[config.mk]
export PLATFORM = sky130hd
export DESIGN_NAME = svm_feat_packer
export DESIGN_NICKNAME = d
export VERILOG_FILES = /design/src/rtl/svm_feat_pkg.sv /design/src/rtl/svm_feat_quant.sv /design/src/rtl/svm_feat_packer.sv
export SDC_FILE = /design/constraint.sdc
export NUM_CORES = 1
export LEC_CHECK = 0
export CAP_MARGIN = 5
export CORE_ASPECT_RATIO = 0.75
export CORE_MARGIN = 2
export CORE_UTILIZATION = 45
export CTS_BUF_LIST = sky130_fd_sc_hd__clkbuf_16
export CTS_CLUSTER_DIAMETER = 50
export DETAILED_ROUTE_END_ITERATION = 7
export PLACE_DENSITY_LB_ADDON = 0.12
export SKIP_LAST_GASP = 1
export SLEW_MARGIN = 20
export SYNTH_ARGS = -nofsm -noshare
export SYNTH_HDL_FRONTEND = slang
export SYNTH_SLANG_ARGS = --single-unit
export TNS_END_PERCENT = 30
[constraint.sdc]
create_clock -name clk -period 1.6 [get_ports clk]
set_clock_uncertainty 0.1 [all_clocks]
set_input_delay 0.48 -clock clk [delete_from_list [all_inputs] [get_ports clk]]
set_output_delay 0.48 -clock clk [all_outputs]
set_load 0.01 [all_outputs]
[src/rtl/svm_feat_pkg.sv]
// ============================================================================
// svm_feat_pkg: shared defaults and output-register state for the feature packer
// Revision: 1.0
// ============================================================================
`default_nettype none

package svm_feat_pkg;

  localparam int N_FEAT = 7;
  localparam int RAW_W  = 8;
  localparam int FEAT_W = 5;
  localparam int VEC_W  = N_FEAT * FEAT_W;

  typedef enum logic [0:0] {
    EMPTY = 1'b0,
    FULL  = 1'b1
  } out_state_e;

endpackage

`default_nettype wire

[src/rtl/svm_feat_quant.sv]
// ============================================================================
// svm_feat_quant: truncating quantizer, keeps the FEAT_W most significant bits
// Revision: 1.0
// ============================================================================
`default_nettype none

module svm_feat_quant
  import svm_feat_pkg::*;
#(
  parameter int RAW_W  = svm_feat_pkg::RAW_W,
  parameter int FEAT_W = svm_feat_pkg::FEAT_W
) (
  input  logic [RAW_W-1:0]  raw,
  output logic [FEAT_W-1:0] q
);

  assign q = raw[RAW_W-1 -: FEAT_W];

  generate
    if (RAW_W > FEAT_W) begin : g_drop_lsb
      logic [RAW_W-FEAT_W-1:0] unused_lsb;
      assign unused_lsb = raw[RAW_W-FEAT_W-1:0];
    end
  endgenerate

endmodule

`default_nettype wire

[src/rtl/svm_feat_packer.sv]
// ============================================================================
// svm_feat_packer: packs quantized raw samples into N_FEAT-slot SVM vectors.
// Optional SOF resync via `SVM_FEAT_PACKER_SOF_RESYNC_EN. Revision: 1.0
// ============================================================================
`default_nettype none

module svm_feat_packer
  import svm_feat_pkg::*;
#(
  parameter int N_FEAT = svm_feat_pkg::N_FEAT,
  parameter int RAW_W  = svm_feat_pkg::RAW_W,
  parameter int FEAT_W = svm_feat_pkg::FEAT_W,
  parameter int VEC_W  = N_FEAT * FEAT_W
) (
  input  logic             clk,
  input  logic             rst_n,
  input  logic             in_valid,
  output logic             in_ready,
  input  logic [RAW_W-1:0] in_data,
  input  logic             in_sof,
  output logic             out_valid,
  input  logic             out_ready,
  output logic [VEC_W-1:0] out_vec,
  output logic [7:0]       err_cnt
);

  localparam int              IDX_W = (N_FEAT > 1) ? $clog2(N_FEAT) : 1;
  localparam logic [IDX_W-1:0] LAST = IDX_W'(N_FEAT - 1);

  logic [IDX_W-1:0]  idx_q, idx_d;
  logic [FEAT_W-1:0] slot_q [N_FEAT];
  logic [FEAT_W-1:0] slot_d [N_FEAT];
  logic [VEC_W-1:0]  vec_q, vec_d;
  out_state_e        state_q, state_d;
  logic [FEAT_W-1:0] q;
  logic              accept;
  logic              load;
  logic              resync;

  svm_feat_quant #(
    .RAW_W  (RAW_W),
    .FEAT_W (FEAT_W)
  ) u_quant (
    .raw (in_data),
    .q   (q)
  );

  // Only the frame-closing sample must wait for the output register.
  assign in_ready = !((idx_q == LAST) && out_valid && !out_ready);
  assign accept   = in_valid && in_ready;
  assign load     = accept && !resync && (idx_q == LAST);

`ifdef SVM_FEAT_PACKER_SOF_RESYNC_EN
  logic [7:0] err_cnt_q, err_cnt_d;

  assign resync  = accept && in_sof && (idx_q != '0);
  assign err_cnt = err_cnt_q;

  always_comb begin
    err_cnt_d = err_cnt_q;
    if (resync && (err_cnt_q != 8'hFF)) begin
      err_cnt_d = err_cnt_q + 8'd1;
    end
  end

  always_ff @(posedge clk or negedge rst_n) begin
    if (!rst_n) begin
      err_cnt_q <= 8'd0;
    end else begin
      err_cnt_q <= err_cnt_d;
    end
  end
`else
  logic unused_sof;

  assign unused_sof = in_sof;
  assign resync     = 1'b0;
  assign err_cnt    = 8'd0;
`endif

  always_comb begin
    idx_d  = idx_q;
    slot_d = slot_q;
    if (resync) begin
      slot_d[0] = q;
      idx_d     = IDX_W'(1);
    end else if (accept) begin
      for (int k = 0; k < N_FEAT; k++) begin
        if (idx_q == IDX_W'(k)) begin
          slot_d[k] = q;
        end
      end
      idx_d = (idx_q == LAST) ? '0 : idx_q + 1'b1;
    end
  end

  // The last slot comes straight from the quantizer so the vector loads on the closing accept.
  always_comb begin
    vec_d = vec_q;
    if (load) begin
      for (int k = 0; k < N_FEAT; k++) begin
        vec_d[k*FEAT_W +: FEAT_W] = (k == N_FEAT - 1) ? q : slot_q[k];
      end
    end
  end

  always_comb begin
    state_d = state_q;
    unique case (state_q)
      EMPTY:   if (load) state_d = FULL;
      FULL:    if (out_ready && !load) state_d = EMPTY;
      default: state_d = EMPTY;
    endcase
  end

  always_comb begin
    out_valid = (state_q == FULL);
    out_vec   = vec_q;
  end

  always_ff @(posedge clk or negedge rst_n) begin
    if (!rst_n) begin
      state_q <= EMPTY;
    end else begin
      state_q <= state_d;
    end
  end

  always_ff @(posedge clk or negedge rst_n) begin
    if (!rst_n) begin
      idx_q <= '0;
      vec_q <= '0;
      for (int k = 0; k < N_FEAT; k++) begin
        slot_q[k] <= '0;
      end
    end else begin
      idx_q  <= idx_d;
      vec_q  <= vec_d;
      slot_q <= slot_d;
    end
  end

endmodule

`default_nettype wire

==> metrics.md, run 1 <==
| Metric | Value |
|---|---|
| Status | finished with violations |
| Violated checks | setup timing |
| Seq cells post-synth | slightly below 70 |
| First-pass GRT wire length | 9.280 mm |
| Crit path time final | roughly 1.8 ns |
| Skew-Pair Late Insertion Delay | between 0.3 and 0.4 ns |
| CTS sink cnt | 69 |
| Setup crit start kind | register |
| Top cell type's share of synthesized area | 0.6264 |
| Final setup violation count | 72 |
| Period utilisation layout | 1.133 |
| H-tree Lvls | 3 |
| Die H | 71.78 um |
| Netlist cell types | 27 |
| Setup ws final | -0.2130 ns |
| Worst Path Arrival | between 1 and 1.5 ns |
| # DRC | 0 |
| Final Hold Viols | 0 |
| WL final | slightly below 6 mm |
| Max cap viols | 0 |
| Setup TNS Final | -7.653 ns |
| Crit. End Element | primary output |
| Row count | 24 |
| Register area share after synthesis | 0.6264 |
| Dpl ws | -0.6656 ns |
| Final Max Slew Viols | 0 |
| Final instance area | between 3000 and 4000 um2 |
| Unrepaired setup endpoints after global routing | true |
| Initial antenna violation count | 0 |
| Initial Util | 0.4707 |
| Share of layout cells above drive strength 1 | 0.4545 |
| Synth area leader | dfrtp_1 |
| YS warnings | 0 |
| Classification of the worst setup path | register to primary output |
| Worst min path class | primary input to asynchronous set/reset pin |
| Hpwl dp | about 3.6 mm |
| Pre-Repair DR Iteration Count | 4 |
| Placed cell areas | 3481 um2 |
| Pin count of the biggest net entering global routing | 70 |
| Vias | 1684 |
| Total Routing Usage GR | 0.1902 |
| CTS tree | built |
| Number of vias per cell | ~4.9 |
| Mapped Cells | about 180 |
| Vias in the first global route | between 1500 and 2000 |
| Die area | a little under 7000 um2 |
| Global placement routability congestion | approximately 0.76 |
| CTS Buf Count | 9 |
| Clock buffer depth | 2 |
| Mean Syn Cell Area | 15.49 um2 |
| Largest fanout on the critical path | 2 |
| Clk slew on worst S/H paths | ~0.05 ns |
| N_diodes | 0 |
| Finished Layout Cells | 342 |
| Antenna Nets Post-Route | 0 |
| PortBufs | between 40 and 50 |
| DP Cell Count | 320 |
| Ports | between 50 and 60 |
| WL per Instance | 17.32 um |
| Leak pwr | between 1.5 and 2 nW |
| GR Overflow Total | 0 |
| Die width | 94.37 um |
| DR iter-0 viols | 59 |
| Maximum vdd drop | between 0.001 and 0.0015 V |
| Power Total | 7.873 mW |
| Nets@finish | roughly 270 |
| Power density over the cells | 1970 nW/um2 |
| CP Data Required Time | 1.02 ns |
| Highest clock rate | 551.6 MHz |
| Core Area | approximately 5900 um2 |
| CTS root buf | clkbuf_16 |
| Ranking of synthesized cells by area | dfrtp_1, mux2_2, buf_4 |
| Syn Std Cell Area | between 2000 and 3000 um2 |
| Syn-to-layout area delta | 44.98% |
## per-stage QoR
| step | utilization | hold WS [ns] |
|---|---|---|
| 2_1_floorplan | - | 0.08441 |
| 3_3_place_gp | 0.5944 | 0.3712 |
| 3_5_place_dp | 0.5944 | 0.3853 |
| 4_1_cts | 0.6675 | 0.07749 |
| 5_1_grt | 0.6825 | 0.1079 |
| 6_report | 0.6825 | 0.06491 |
## path summary, 6_finish.rpt
kind                       startpoint    endpoint  slack (ns)  cells after the start
min in group clk           slot_q[33]  out_vec[3]        0.40                      1
setup / recovery             idx_q[0]    in_ready       -0.21                      3
hold reg to reg            slot_q[33]  out_vec[3]        0.40                      1
setup reg to reg            out_valid  out_vec[1]       -0.15                      6
hold / removal                  rst_n   slot_q[8]        0.06                      2
max in group asynchronous       rst_n  slot_q[15]        1.05                      2
## critical path: stages (launching register included)
cell and delay, ns:
dfrtp_1 0.40, nor2b_2 0.17, nand3_1 0.10, clkdlybuf4s15_2 0.24
## report_power, final
part	internal, mW	switching [mW]
clock network	1.34	0.673
logic	1.83	0.979
registers	2.59	0.462
total	5.76	2.11
## layout by cell type, fill, tap and decap left out, types with 2 or more instances in the layout
cell type / netlist / final
dlymetal6s2s_1: 0 / 16
mux2_2: 64 / 51
inv_1: 1 / 2
clkinv_2: 0 / 2
buf_4: 8 / 21
conb_1: 1 / 8
clkdlybuf4s50_1: 0 / 23
nand2_1: 7 / 6
mux2_4: 0 / 14
buf_12: 0 / 4
clkinv_1: 0 / 2
nand3_1: 2 / 2
buf_6: 3 / 4
dfrtp_1: 69 / 69
nand2b_1: 2 / 2
clkbuf_16: 0 / 10
dlygate4sd2_1: 0 / 4
buf_16: 0 / 2
bufinv_16: 0 / 2
## synth_stat cells
master,instances
a21o_1,1
a21oi_1,1
a31oi_1,1
and2_1,1
and3_1,1
buf_2,1
buf_4,8
buf_6,3
clkbuf_1,2
conb_1,1
dfrtp_1,69
ha_1,1
inv_1,1
mux2_1,1
mux2_2,64
mux2i_1,1
nand2_1,7
nand2b_1,2
nand2b_4,1
nand3_1,2
nor2_1,1
nor2b_1,3
nor3_1,1
nor3_2,1
nor3_4,1
o211ai_1,1
or2_2,1
## sequential cells by signal (all words and copies together), names as in the netlist
name	cells
idx_q	3
out_vec	35
slot_q	30
out_valid	1
## kinds of logic after synthesis
family / Yosys count / synth area share
adders and majority gates: 1 / 0.004539
and+or+nand+nor: 22 / 0.04903
muxes: 66 / 0.2692
buffers and inverters: 15 / 0.03994
AOI/OAI and AO/OA: 4 / 0.009534
DFF: 69 / 0.6264
other: 1 / 0.001360
## layer usage
layer | vias up | part of all wire | track usage
li1 | 767 | - | -
met1 | 864 | 0.45 | 0.2438
met2 | 46 | 0.50 | 0.3095
met3 | 7 | 0.044 | 0.06730
met4 | 0 | 0.011 | 0.05475
met5 | - | 0 | 0
## cell type report
type	instances	area (um2)
Tap cell	78	97.59
Inverter	1	3.754
Fill cell	421	1859
Clock inverter	7	81.33
Timing Repair Buffer	77	844.6
Multi-Input combinational cell	101	1017
Sequential cell	69	1727
Clock buffer	9	225.2
## repair_timing
action	4_1_cts	5_1_grt
pin swaps	1	1
setup endpoints to repair	103	103
endpoints found under the hold margin	0	0
gates cloned	3	1
resized for setup	13	32
buffers inserted	4	0
hold buffers	0	0
Power figures use the tool's default switching activity.
==> inputs of run 2 (changes only) <==
- CORE_ASPECT_RATIO: 0.75 -> default
- CORE_UTILIZATION: 45 -> 30
==> run 2 against run 1 <==
Worst hold slack lost 0.0021 ns. Total power grew 3.6%. The flow still finishes with violations (setup timing). Core utilization shrank 21 points. Cell count grew 9.6%. Setup slack gained 0.030 ns. Die area grew 47%.
==> metrics.md, run 2 (same netlist as run 1, synthesis figures left out) <==
| Metric | Value |
|---|---|
| Crit. End Element | primary output |
| WL met1 | ~2.9 mm |
| Final instance area | between 4000 and 5000 um2 |
| Placed cell areas | approximately 3500 um2 |
| Classification of the worst setup path | register to primary output |
| Hpwl dp | 3.511 mm |
| First-pass GRT wire length | between 9 and 10 mm |
| Row count | 34 |
| CTS Buf Count | 9 |
| Global placement routability congestion | 0.7368 |
| Status | finished with violations |
| Power Total | between 8 and 9 mW |
| Share of layout cells above drive strength 1 | 0.4757 |
| Commonest cells after routing, fill and taps aside | dfrtp_1, mux2_2, mux2_4, clkdlybuf4s50_1, dlymetal6s2s_1 |
| Routed wl met2 | 2.753 mm |
| Leak pwr | between 2 and 2.5 nW |
| Most common cell after layout, fill and taps aside | dfrtp_1 |
| Max cap viols | 0 |
| Number of vias per cell | approximately 4.4 |
| Worst-path cell chain | clkdlybuf4s50_1 |
| GR Overflow Total | 0 |
| DR iter-0 viols | 39 |
| Largest fanout on the critical path | 2 |
| Die area | 9971 um2 |
| Finished Layout Cells | ~380 |
| Initial antenna violation count | 0 |
| # DRC | 0 |
| Setup crit start kind | register |
| Die H | 99.86 um |
| Fin util | 0.4730 |
| Slowest cell on the critical path | clkdlybuf4s50_1 |
| Violated checks | setup timing |
| WP buf/inv | 1 |
| CP max stage delay | 0.54 ns |
| Final Max Slew Viols | 0 |
| WL met3 | 237 um |
| Nets@finish | 277 |
| Total Routing Usage GR | 0.1311 |
| Syn-to-layout area delta | 51.11% |
| Highest clock rate | between 500 and 600 MHz |
| Period utilisation layout | 1.114 |
| PortBufs | 45 |
| Setup TNS Final | -6.660 ns |
| CP Data Required Time | between 1 and 1.5 ns |
| Max FFs per register | 35 |
| Pre-Repair DR Iteration Count | 3 |
| Die width | between 90 and 100 um |
| Unrepaired setup endpoints after global routing | true |
| Worst Hold Margin | around 0.063 ns |
| Core Area | ~9000 um2 |
| H-tree Lvls | 3 |
| Vias in the first global route | 1786 |
| Clk slew on worst S/H paths | 0.06 ns |
| Final Hold Viols | 0 |
| Initial Util | 0.3130 |
| Ports | 58 |
| CTS tree | built |
| WL final | 5.995 mm |
| CTS sink cnt | 69 |
| Antenna Nets Post-Route | 0 |
| Pin count of the biggest net entering global routing | 70 |
| Delay-heaviest family, CP | buffers and inverters |
| Worst min path class | primary input to asynchronous set/reset pin |
| CTS root buf | clkbuf_16 |
| Maximum vdd drop | about 0.00092 V |
| Crit path time final | around 1.8 ns |
| Dpl ws | -0.6714 ns |
| Setup ws final | -0.1826 ns |
| Worst Path Arrival | ~1.2 ns |
| DP Cell Count | ~350 |
| Power density over the cells | just under 2000 nW/um2 |
| N_diodes | 0 |
| Skew-Pair Late Insertion Delay | 0.32 ns |
| Final setup violation count | 71 |
| Vias | approximately 1700 |
| Clock buffer depth | 2 |
| Top sig layer | met4 |
| WL per Instance | 15.99 um |
## run 2: cell types whose count changed in the layout (fill, tap and decap cells not counted), sizes merged
cell	previous run	this run
clkdlybuf4s50	23	19
clkdlybuf4s15	1	0
buf	32	38
bufinv	2	3
clkbuf	10	9
dlygate4sd2	4	5
dlymetal6s2s	16	19
clkinv	4	3
inv	2	1
## run 2: routing by layer
layer,global-route usage,vias up
met1,0.1788,849
met5,0,-
met4,0.03793,0
met3,0.04805,6
met2,0.1970,35
li1,-,772
## run 2: repair_timing
action,CTS,global route
endpoints found under the setup margin,102,102
endpoints found under the hold margin,0,0
pin swaps,1,2
buffers inserted,9,2
hold buffers,0,0
gates cloned,4,0
gates resized for setup,38,30
## run 2: cell type report
cell class              count  area [um2]
fillers                   773        4641
flip-flops and latches     69        1729
multi-input cells         101        1054
repair buffers             81       915.9
clock buffers               9       225.2
well taps                 108       135.1
clock inverters             6       102.6
inverters                   1       3.754
## run 2: power breakdown
part           internal (mW)  switching, mW  leakage, nW
logic                   1.92          0.986         1.07
clock network           1.50          0.695        0.160
registers               2.60          0.463        0.846
## run 2: final timing paths
path	from	end	slack, ns	cells past startpoint
min	rst_n	out_vec[22]	0.06	2
max in group asynchronous	rst_n	idx_q[2]	0.99	2
min reg2reg	slot_q[6]	out_vec[26]	0.40	1
min in group clk	slot_q[6]	out_vec[26]	0.40	1
max	out_vec[19]	out_vec[19]	-0.18	1
max reg2reg	idx_q[1]	slot_q[28]	-0.14	5
==> inputs of run 3 (changes only) <==
- SKIP_CTS_REPAIR_TIMING: default -> 1
==> run 3 against run 2 <==
The run still ends with setup timing left. Flip-flop and latch count did not move. Cell count down 1.1%. Die area is the same. Cell area decreased by 2.4%. Via count increased by 0.30%. Setup slack got worse by 0.032 ns. Non-clock buffer count decreased by 4. Global-route usage down 1.2 points. Sequential power barely moved. Clock-buffer cell count is the same. Total power grew 0.34%. Largest power group unchanged.
==> metrics.md, run 3 (same netlist as run 1, synthesis figures left out) <==
| Metric | Value |
|---|---|
| Leak pwr | roughly 1.8 nW |
| Number of vias per cell | 4.493 |
| GR Util met1 | 0.1570 |
| Pin count of the biggest net entering global routing | 70 |
| Row count | 34 |
| Global placement routability congestion | about 0.74 |
| Multi-input gate area | 1064 um2 |
| Pre-Repair DR Iteration Count | 4 |
| WL per Instance | approximately 16 um |
| Highest clock rate | between 500 and 600 MHz |
| Vias in the first global route | ~1700 |
| CTS sink cnt | 69 |
| Violated checks | setup timing |
| Final instance area | between 4000 and 5000 um2 |
| CP max stage delay | 0.55 ns |
| Antenna Nets Post-Route | 0 |
| Worst-path cell chain | clkdlybuf4s50_1 |
| Placed cell areas | 3491 um2 |
| Met2 GRT Util | 0.1783 |
| GR Util met3 | 0.04944 |
| Ports | 58 |
| Worst Path Arrival | around 1.2 ns |
| Nets@finish | 273 |
| Classification of the worst setup path | register to primary output |
| Clock buffer depth | 2 |
| Share of layout cells above drive strength 1 | 0.4601 |
| FILL cells | 778 |
| Comb power frac | 0.358 |
| Commonest cells after routing, fill and taps aside | dfrtp_1, mux2_2, clkdlybuf4s50_1 |
| Unrepaired setup endpoints after global routing | true |
| First-pass GRT wire length | roughly 9 mm |
| PortBufs | 45 |
| Worst Hold Margin | ~0.075 ns |
| Power Total | about 8.2 mW |
| Slowest cell on the critical path | clkdlybuf4s50_1 |
| Skew-Pair Late Insertion Delay | 0.32 ns |
| Most Crowded Layer GR | met2 |
| Initial Util | 0.3130 |
| WL final | about 6 mm |
| Clock Power Share | 0.267 |
| Hpwl dp | between 3 and 4 mm |
| Worst min path class | primary input to asynchronous set/reset pin |
| Max cap viols | 0 |
| CTS root buf | clkbuf_16 |
| Worst R2R Setup Slack | -0.17 ns |
| # DRC | 0 |
| Worst Setup SP | out_vec[29] |
| Power density over the cells | between 2000 and 2500 nW/um2 |
| Total Routing Usage GR | 0.1189 |
| Sequential Power Share | 0.375 |
| N_diodes | 0 |
| DR iter-0 viols | roughly 70 |
| CTS Buf Count | 9 |
| GR Overflow Total | 0 |
| Die H | roughly 100 um |
| CP Data Required Time | ~1.0 ns |
| Delay-heaviest family, CP | buffers and inverters |
| Maximum vdd drop | around 0.00092 V |
| Critical R2R Launch | idx_q[0] |
| Most common cell after layout, fill and taps aside | dfrtp_1 |
| Die width | 99.86 um |
| Reg area | between 1500 and 2000 um2 |
| Final Hold Viols | 0 |
| Period utilisation layout | 1.134 |
| Crit. End Element | primary output |
| Setup crit start kind | register |
| CTS tree | built |
| Die area | 9971 um2 |
| Core Area | around 9000 um2 |
| Setup ws final | -0.2148 ns |
| Clk slew on worst S/H paths | around 0.050 ns |
| Sw power | around 2.1 mW |
| Syn-to-layout area delta | 47.53% |
| WP buf/inv | 1 |
| Largest fanout on the critical path | 2 |
| H-tree Lvls | 3 |
| Final Max Slew Viols | 0 |
| Crit path time final | roughly 1.8 ns |
| Internal | slightly above 6 mW |
| Max FFs per register | 35 |
| Initial antenna violation count | 0 |
| Status | finished with violations |
| Fin util | 0.4618 |
| Final setup violation count | slightly below 90 |
| Sw Share | 0.2596 |
| Vias | 1667 |
-- run 3: area by class of cell --
type | count | share of cell area
Inverter | 1 | 0.0009231
Tap cell | 108 | 0.03323
Clock inverter | 6 | 0.02523
Timing Repair Buffer | 77 | 0.1988
Multi-Input combinational cell | 101 | 0.2615
Clock buffer | 9 | 0.05538
Sequential cell | 69 | 0.4249
-- run 3: power groups by stage --
| stage | combinational [mW] | sequential, mW | clock (mW) |
|---|---|---|---|
| after floorplan | 1.13 | 3.18 | 0 |
| after global placement | 2.57 | 3.06 | 0 |
| after detailed placement | 2.60 | 3.06 | 0 |
| after CTS | 2.62 | 3.05 | 2.24 |
| after global routing | 3.15 | 3.20 | 2.31 |
| final | 2.93 | 3.07 | 2.19 |
-- run 3: final timing paths --
| check | to | depth (start not counted) |
|---|---|---|
| min reg2reg | slot_q[16] | 1 |
| min in group clk | slot_q[16] | 1 |
| max reg2reg | slot_q[25] | 4 |
| max in group asynchronous | idx_q[2] | 2 |
| max | out_vec[29] | 1 |
| min | out_vec[22] | 2 |
-- run 3: metrics by stage --
stage | worst slack [ns] | std cells | TNS, ns
floorplan | -0.1081 | 185 | -4.530
global placement | -0.6419 | 348 | -37.09
detailed placement | -0.6714 | 348 | -37.83
CTS | -0.6604 | 363 | -22.72
global route | -0.2740 | 371 | -17.23
finish | -0.2148 | 371 | -10.63
-- run 3: layer usage --
metal	up-vias	wire length (um)
met2	36	2750
met5	-	0
met1	861	2966
met3	4	243
li1	766	-
met4	0	56
